===== config.mk =====
export PLATFORM = sky130hd
export DESIGN_NAME = mem_port_arbiter_flat
export DESIGN_NICKNAME = d
export VERILOG_FILES = /design/src/rtl/mem_port_arbiter_if.sv /design/src/rtl/mem_port_arbiter.sv /design/src/flat_wrapper.sv
export SDC_FILE = /design/constraint.sdc
export NUM_CORES = 1
export LEC_CHECK = 0
export ABC_AREA = 1
export CORE_AREA = 2 2 243 245
export CTS_CLUSTER_DIAMETER = 50
export DETAILED_ROUTE_END_ITERATION = 10
export DIE_AREA = 0 0 245 247
export PLACE_DENSITY = 0.45
export SYNTH_ARGS = -nofsm -noshare
export SYNTH_HDL_FRONTEND = slang
export SYNTH_SLANG_ARGS = --single-unit

===== constraint.sdc =====
create_clock -name clk -period 2.25 [get_ports clk]
set_input_delay 0.225 -clock clk [delete_from_list [all_inputs] [get_ports clk]]
set_output_delay 0.225 -clock clk [all_outputs]
set_load 0.02 [all_outputs]

===== src/rtl/mem_port_arbiter_if.sv =====
// Requester, memory and status bundle of the shared memory port.
// The arbiter connects through master; the pipeline/memory side uses slave.
interface mem_port_arbiter_if #(
    parameter int AW = 64,
    parameter int DW = 64
);
    logic          if_req;
    logic [AW-1:0] if_addr;
    logic          if_flush;
    logic          if_ack;
    logic [DW-1:0] if_rdata;
    logic          if_stall;

    logic          d_req;
    logic          d_we;
    logic [AW-1:0] d_addr;
    logic [DW-1:0] d_wdata;
    logic          d_ack;
    logic [DW-1:0] d_rdata;
    logic          d_stall;

    logic          m_req;
    logic          m_we;
    logic [AW-1:0] m_addr;
    logic [DW-1:0] m_wdata;
    logic [DW-1:0] m_rdata;

    logic          busy;
    logic [31:0]   if_stall_cnt;
    logic [31:0]   d_stall_cnt;
    logic [31:0]   conflict_cnt;

    modport master (
        input  if_req, if_addr, if_flush,
        input  d_req, d_we, d_addr, d_wdata,
        input  m_rdata,
        output if_ack, if_rdata, if_stall,
        output d_ack, d_rdata, d_stall,
        output m_req, m_we, m_addr, m_wdata,
        output busy,
        output if_stall_cnt, d_stall_cnt, conflict_cnt
    );

    modport slave (
        output if_req, if_addr, if_flush,
        output d_req, d_we, d_addr, d_wdata,
        output m_rdata,
        input  if_ack, if_rdata, if_stall,
        input  d_ack, d_rdata, d_stall,
        input  m_req, m_we, m_addr, m_wdata,
        input  busy,
        input  if_stall_cnt, d_stall_cnt, conflict_cnt
    );
endinterface


===== src/rtl/mem_port_arbiter.sv =====
// IF / data arbiter for one fixed-latency single-port memory.
// Define ARB_PERF_CNT_EN to build the stall and conflict counters.
module mem_port_arbiter #(
    parameter int AW         = 64,
    parameter int DW         = 64,
    parameter int MEM_LAT    = 2,
    parameter int STARVE_LIM = 4
) (
    input logic               clk,
    input logic               rst,
    mem_port_arbiter_if.master bus
);
    typedef enum logic [1:0] {
        IDLE,
        ISSUE,
        WAIT,
        RESP
    } state_t;

    localparam logic [3:0] LAT  = 4'(MEM_LAT);
    localparam logic [3:0] SLIM = 4'(STARVE_LIM);

    state_t        state;
    state_t        state_n;
    logic [3:0]    wait_cnt;
    logic [3:0]    wait_cnt_n;
    logic [3:0]    starve;
    logic [3:0]    starve_n;
    logic          own_if;
    logic          cancel;
    logic          cancel_n;

    logic          if_valid;
    logic          grant_d;
    logic          grant_i;
    logic          capture;
    logic          to_resp;

    logic          m_req_q;
    logic          m_we_q;
    logic [AW-1:0] m_addr_q;
    logic [DW-1:0] m_wdata_q;
    logic          if_ack_q;
    logic          d_ack_q;
    logic [DW-1:0] if_rdata_q;
    logic [DW-1:0] d_rdata_q;
    logic          busy_q;

    logic          if_ack;
    logic          if_stall;
    logic          d_stall;

    assign if_valid = bus.if_req & ~bus.if_flush;

    always_comb begin
        state_n    = state;
        wait_cnt_n = wait_cnt;
        starve_n   = starve;
        cancel_n   = cancel;
        grant_d    = 1'b0;
        grant_i    = 1'b0;
        capture    = 1'b0;
        to_resp    = 1'b0;
        unique case (state)
            IDLE: begin
                grant_d = bus.d_req & ~(if_valid & (starve == SLIM));
                grant_i = if_valid & ~grant_d;
                if (grant_d | grant_i) begin
                    state_n = ISSUE;
                end
                if (!bus.if_req || grant_i) begin
                    starve_n = '0;
                end else if (grant_d && starve != SLIM) begin
                    starve_n = starve + 4'd1;
                end
            end
            ISSUE: begin
                if (m_we_q) begin
                    state_n = RESP;
                    to_resp = 1'b1;
                end else begin
                    state_n    = WAIT;
                    wait_cnt_n = LAT;
                end
            end
            WAIT: begin
                if (wait_cnt == 4'd1) begin
                    state_n = RESP;
                    to_resp = 1'b1;
                    capture = 1'b1;
                end
                wait_cnt_n = wait_cnt - 4'd1;
            end
            RESP: begin
                state_n = IDLE;
            end
        endcase
        // A flush only ever cancels an IF access already in flight
        if (state == RESP) begin
            cancel_n = 1'b0;
        end else if (state != IDLE && own_if && bus.if_flush) begin
            cancel_n = 1'b1;
        end
    end

    always_ff @(posedge clk or negedge rst) begin
        if (!rst) begin
            state      <= IDLE;
            wait_cnt   <= '0;
            starve     <= '0;
            own_if     <= 1'b0;
            cancel     <= 1'b0;
            m_req_q    <= 1'b0;
            m_we_q     <= 1'b0;
            m_addr_q   <= '0;
            m_wdata_q  <= '0;
            if_ack_q   <= 1'b0;
            d_ack_q    <= 1'b0;
            if_rdata_q <= '0;
            d_rdata_q  <= '0;
            busy_q     <= 1'b0;
        end else begin
            state    <= state_n;
            wait_cnt <= wait_cnt_n;
            starve   <= starve_n;
            cancel   <= cancel_n;
            m_req_q  <= grant_d | grant_i;
            busy_q   <= (state_n != IDLE);
            if (grant_d | grant_i) begin
                own_if    <= grant_i;
                m_we_q    <= grant_d & bus.d_we;
                m_addr_q  <= grant_i ? bus.if_addr : bus.d_addr;
                m_wdata_q <= grant_i ? '0 : bus.d_wdata;
            end
            if_ack_q <= to_resp & own_if & ~cancel_n;
            d_ack_q  <= to_resp & ~own_if;
            if (capture && own_if) begin
                if_rdata_q <= bus.m_rdata;
            end
            if (capture && !own_if) begin
                d_rdata_q <= bus.m_rdata;
            end
        end
    end

    // Late flush in the RESP cycle still has to kill the ack
    assign if_ack   = if_ack_q & ~bus.if_flush;
    assign if_stall = bus.if_req & ~bus.if_flush & ~if_ack;
    assign d_stall  = bus.d_req & ~d_ack_q;

    assign bus.if_ack   = if_ack;
    assign bus.if_rdata = if_rdata_q;
    assign bus.if_stall = if_stall;
    assign bus.d_ack    = d_ack_q;
    assign bus.d_rdata  = d_rdata_q;
    assign bus.d_stall  = d_stall;
    assign bus.m_req    = m_req_q;
    assign bus.m_we     = m_we_q;
    assign bus.m_addr   = m_addr_q;
    assign bus.m_wdata  = m_wdata_q;
    assign bus.busy     = busy_q;

`ifdef ARB_PERF_CNT_EN
    logic [31:0] if_stall_cnt;
    logic [31:0] d_stall_cnt;
    logic [31:0] conflict_cnt;

    always_ff @(posedge clk or negedge rst) begin
        if (!rst) begin
            if_stall_cnt <= '0;
            d_stall_cnt  <= '0;
            conflict_cnt <= '0;
        end else begin
            if (if_stall) begin
                if_stall_cnt <= if_stall_cnt + 32'd1;
            end
            if (d_stall) begin
                d_stall_cnt <= d_stall_cnt + 32'd1;
            end
            if (state == IDLE && if_valid && bus.d_req) begin
                conflict_cnt <= conflict_cnt + 32'd1;
            end
        end
    end

    assign bus.if_stall_cnt = if_stall_cnt;
    assign bus.d_stall_cnt  = d_stall_cnt;
    assign bus.conflict_cnt = conflict_cnt;
`else
    assign bus.if_stall_cnt = '0;
    assign bus.d_stall_cnt  = '0;
    assign bus.conflict_cnt = '0;
`endif
endmodule

===== src/flat_wrapper.sv =====
// flat-port wrapper written by rule: the top's interface ports become plain ports
module mem_port_arbiter_flat 
#(
    parameter int AW         = 64,
    parameter int DW         = 64,
    parameter int MEM_LAT    = 2,
    parameter int STARVE_LIM = 4
)
  (clk, rst, bus_if_req, bus_if_addr, bus_if_flush, bus_d_req, bus_d_we, bus_d_addr, bus_d_wdata, bus_m_rdata, bus_if_ack, bus_if_rdata, bus_if_stall, bus_d_ack, bus_d_rdata, bus_d_stall, bus_m_req, bus_m_we, bus_m_addr, bus_m_wdata, bus_busy, bus_if_stall_cnt, bus_d_stall_cnt, bus_conflict_cnt);
  mem_port_arbiter_if #(.AW(AW), .DW(DW)) bus_i ();
  input logic clk;
  input logic rst;
  input wire logic [$bits(bus_i.if_req)-1:0] bus_if_req;
  input wire logic [$bits(bus_i.if_addr)-1:0] bus_if_addr;
  input wire logic [$bits(bus_i.if_flush)-1:0] bus_if_flush;
  input wire logic [$bits(bus_i.d_req)-1:0] bus_d_req;
  input wire logic [$bits(bus_i.d_we)-1:0] bus_d_we;
  input wire logic [$bits(bus_i.d_addr)-1:0] bus_d_addr;
  input wire logic [$bits(bus_i.d_wdata)-1:0] bus_d_wdata;
  input wire logic [$bits(bus_i.m_rdata)-1:0] bus_m_rdata;
  output wire logic [$bits(bus_i.if_ack)-1:0] bus_if_ack;
  output wire logic [$bits(bus_i.if_rdata)-1:0] bus_if_rdata;
  output wire logic [$bits(bus_i.if_stall)-1:0] bus_if_stall;
  output wire logic [$bits(bus_i.d_ack)-1:0] bus_d_ack;
  output wire logic [$bits(bus_i.d_rdata)-1:0] bus_d_rdata;
  output wire logic [$bits(bus_i.d_stall)-1:0] bus_d_stall;
  output wire logic [$bits(bus_i.m_req)-1:0] bus_m_req;
  output wire logic [$bits(bus_i.m_we)-1:0] bus_m_we;
  output wire logic [$bits(bus_i.m_addr)-1:0] bus_m_addr;
  output wire logic [$bits(bus_i.m_wdata)-1:0] bus_m_wdata;
  output wire logic [$bits(bus_i.busy)-1:0] bus_busy;
  output wire logic [$bits(bus_i.if_stall_cnt)-1:0] bus_if_stall_cnt;
  output wire logic [$bits(bus_i.d_stall_cnt)-1:0] bus_d_stall_cnt;
  output wire logic [$bits(bus_i.conflict_cnt)-1:0] bus_conflict_cnt;
  assign bus_i.if_req = bus_if_req;
  assign bus_i.if_addr = bus_if_addr;
  assign bus_i.if_flush = bus_if_flush;
  assign bus_i.d_req = bus_d_req;
  assign bus_i.d_we = bus_d_we;
  assign bus_i.d_addr = bus_d_addr;
  assign bus_i.d_wdata = bus_d_wdata;
  assign bus_i.m_rdata = bus_m_rdata;
  assign bus_if_ack = bus_i.if_ack;
  assign bus_if_rdata = bus_i.if_rdata;
  assign bus_if_stall = bus_i.if_stall;
  assign bus_d_ack = bus_i.d_ack;
  assign bus_d_rdata = bus_i.d_rdata;
  assign bus_d_stall = bus_i.d_stall;
  assign bus_m_req = bus_i.m_req;
  assign bus_m_we = bus_i.m_we;
  assign bus_m_addr = bus_i.m_addr;
  assign bus_m_wdata = bus_i.m_wdata;
  assign bus_busy = bus_i.busy;
  assign bus_if_stall_cnt = bus_i.if_stall_cnt;
  assign bus_d_stall_cnt = bus_i.d_stall_cnt;
  assign bus_conflict_cnt = bus_i.conflict_cnt;
  mem_port_arbiter #(.AW(AW), .DW(DW), .MEM_LAT(MEM_LAT), .STARVE_LIM(STARVE_LIM)) u_core (.clk(clk), .rst(rst), .bus(bus_i));
endmodule

==> summary.md <==
| Metric | Value |
|---|---|
| Comb pwr share | 45.0% |
| Count of cells resized by post-cts repair | 0 |
| FFs w/ async S/R, synth | 100% |
| Psw | 11.2 mW |
| CTS Root Cell | clkbuf_16 |
| Detailed-route wire length per cell | 16.9 um |
| First-pass GRT wire length | 70.1 mm |
| EDFF count, synth | 0 |
| RSZ-0062 raised after global routing | false |
| Hold Slack | 177 ps |
| Detailed-route vias per instance | 3.99 |
| Largest net degree at the start of global routing | 67 |
| Register area share after synthesis | 55.1% |
| Via count | 11100 |
| Crit path arrival time | 1760 ps |
| Slowest stage delay, CP | 640 ps |
| # nets final | 2246 |
| Clock Sinks | 273 |
| Ys flop type | dfrtp_1 |
| Placed cell count | 2700 |
| Pint | 17.9 mW |
| Critical Path Slowest Stage Cell | clkdlybuf4s50_1 |
| Final WL | 47.2 mm |
| Synth Warn # | 0 |
| Final-layout fill cell count | 6009 |
| Crit path launch type | register |
| Number of H-tree levels | 2 |
| Layout area overhead | 61.7% |
| Max-slew violations | 0 |
| WP data required | 2030 ps |
| Most frequent cells in the layout | clkdlybuf4s50_1 (523), nand2_1 (472), dfrtp_1 (273) |
| Initial antenna violation count | 8 |
| Initial core utilization | 21.3% |
| Synth Cell Area | 0.0124 mm^2 |
| Clk_skew | 11.7 ps |
| Row cnt | 89 |
| Commonest non-fill, non-tap cell in the layout | clkdlybuf4s50_1 |
| Die area | 0.0605 mm^2 |
| Die X | 245 um |
| Outcome | finished clean |
| Setup TNS | 0 ps |
| Post-DP HPWL | 35.0 mm |
| Final Hold Fails | 0 |
| Crit path cell chain | nor2_1 > clkdlybuf4s50_1 |
| Synthesized flop and latch total | 273 |
| First DRT Iteration DRCs | 495 |
| Met2 Use GR | 25.4% |
| Placed Area | 0.0184 mm^2 |
| Clk buf depth | 3 |
| Clock Power Share | 25.1% |
| Layout Cells excl Fill | 2789 |
| Post-route ant nets | 0 |
| Skew-Pair Late Insertion Delay | 560 ps |
| Final Setup Violations | 0 |
| Pre-antenna DRT Iters | 4 |
| Cell taking the most area after synthesis | dfrtp_1 |
| Top-area cell type share of the netlist area | 55.1% |
| Power density cells | 1450 mW/mm^2 |
| Num CTS Buffers | 46 |
| Number of global-route vias before repair | 11200 |
| Postcts setup bufs | 0 |
| Layer with the highest usage | met2 |
| GRT Util Overall | 15.2% |
| Crit path time final | 1980 ps |
| CP Capture Type | output pin |
| Worst min path class | in2async |
| Setup CP Type | reg2out |
| Layout cell share with drive strength beyond 1 | 6.62% |
| Die Ht | 247 um |
| Core Area | 0.0582 mm^2 |
| Mean Syn Cell Area | 8.58 um^2 |
| Leakage | 9.76 nW |
| Sw frac | 38.4% |
| Ports | 621 |
| CTS tree | yes |
| Gpl congestion | 0.818 |
| Flop pwr share | 29.9% |
| GR Layer Usage met3 | 5.04% |
| Multi-input gate area | 0.00426 mm^2 |
| Peak Freq | 505 MHz |
| Reported max-cap violation count | 0 |
| Port Buf Inserts | 524 |
| Reg clk slew, reported paths | 50 ps |
| Fin area | 0.0201 mm^2 |
| Register area | 0.00683 mm^2 |
| Yosys cell types | 24 |
| Final Cycle Share | 88.1% |
| Met1 usage | 18.0% |
| Worst vdd ir | 0.000714 V |
| Main area contributors after synthesis | dfrtp_1 (55%), nand2_1 (14%), buf_4 (6.6%) |
| Detailed-route DRC error count | 0 |
| CP max FO | 2 |
| GRT overflow | 0 |
| Syn Inst Count | 1446 |
==> state kept, by name (all words and copies together), names as in the netlist, 2 cells and up <==
register / flops
u_core.state: 2
u_core.bus.d_rdata: 64
u_core.bus.m_addr: 64
u_core.starve: 4
u_core.bus.m_wdata: 64
u_core.wait_cnt: 4
u_core.bus.if_rdata: 64
==> metal layers <==
layer  share of wire [%]  wire length, um
met1                  40            18700
met2                  49            23100
met5               0.085               40
met3                 8.2             3840
met4                 2.9             1390
==> per-stage QoR <==
step / setup slack, ps / util (%) / power [mW]
6_report: 268 / 34.4 / 29.0
5_1_grt: 49.1 / 34.4 / 30.9
4_1_cts: 224 / 34.4 / 29.6
3_5_place_dp: 206 / 31.6 / 22.0
3_3_place_gp: 233 / 31.6 / 21.9
2_1_floorplan: 700 / - / 14.9
==> layout make-up <==
type,count,area share (%)
multi-input cells,939,21.2
inverters,149,2.80
clock inverters,24,1.42
flip-flops and latches,273,34.1
well taps,773,4.82
clock buffers,58,6.58
repair buffers,567,29.0
diodes,6,0.0749
==> worst max-delay path: cells and delay by family (launching register included) <==
kind,cells,cell delay (ps)
buffers and inverters,1,640
DFF,1,400
and+or+nand+nor,1,160
==> synthesized netlist by cell type (2+ instances only) <==
cell,instances
nand2_1,473
dfrtp_1,273
inv_1,146
nand3_1,137
o21ai_0,134
buf_4,109
nand3b_1,64
buf_2,43
clkbuf_1,27
nor2_1,16
ha_1,8
inv_2,3
xor2_1,2
==> cells by family after synthesis <==
family,Yosys count,synth area share (%)
AOI/OAI and AO/OA,138,5.69
xor gates and xnor gates,3,0.212
adders and majority gates,8,0.807
buffers and inverters,329,13.8
DFF,273,55.1
other,1,0.0302
and+or+nand+nor,694,24.4
==> timing repair <==
| action | 4_1_cts | 5_1_grt |
|---|---|---|
| endpoints found under the hold margin | 163 | 0 |
| endpoints found under the setup margin | 0 | 0 |
| hold buffers | 1 | 0 |
==> power by group through the flow <==
stage               registers, mW  logic [mW]  clock network [mW]
global route                 8.97        14.2                7.77
CTS                          8.69        13.4                7.56
global placement             8.67        13.2                   0
finish                       8.67        13.1                7.29
detailed placement           8.70        13.3                   0
floorplan                    11.4        3.52                   0
==> path summary, 6_finish.rpt <==
kind | cells after the start | end | from | slack, ps
setup / recovery | 2 | bus_if_stall | u_core.if_ack_q$_DFF_PN0_ | 270
hold / removal | 2 | u_core.bus.m_wdata[33]$_DFFE_PN0P_ | rst | 180
setup reg to reg | 10 | u_core.starve[2]$_DFFE_PN0P_ | u_core.starve[0]$_DFFE_PN0P_ | 330
hold reg to reg | 2 | u_core.bus.m_addr[45]$_DFFE_PN0P_ | u_core.bus.m_addr[45]$_DFFE_PN0P_ | 470
max in group asynchronous | 3 | u_core.bus.m_wdata[14]$_DFFE_PN0P_ | rst | 1370
min in group clk | 3 | u_core.bus.m_wdata[38]$_DFFE_PN0P_ | bus_d_wdata[38] | 220
Power figures use the tool's default switching activity.
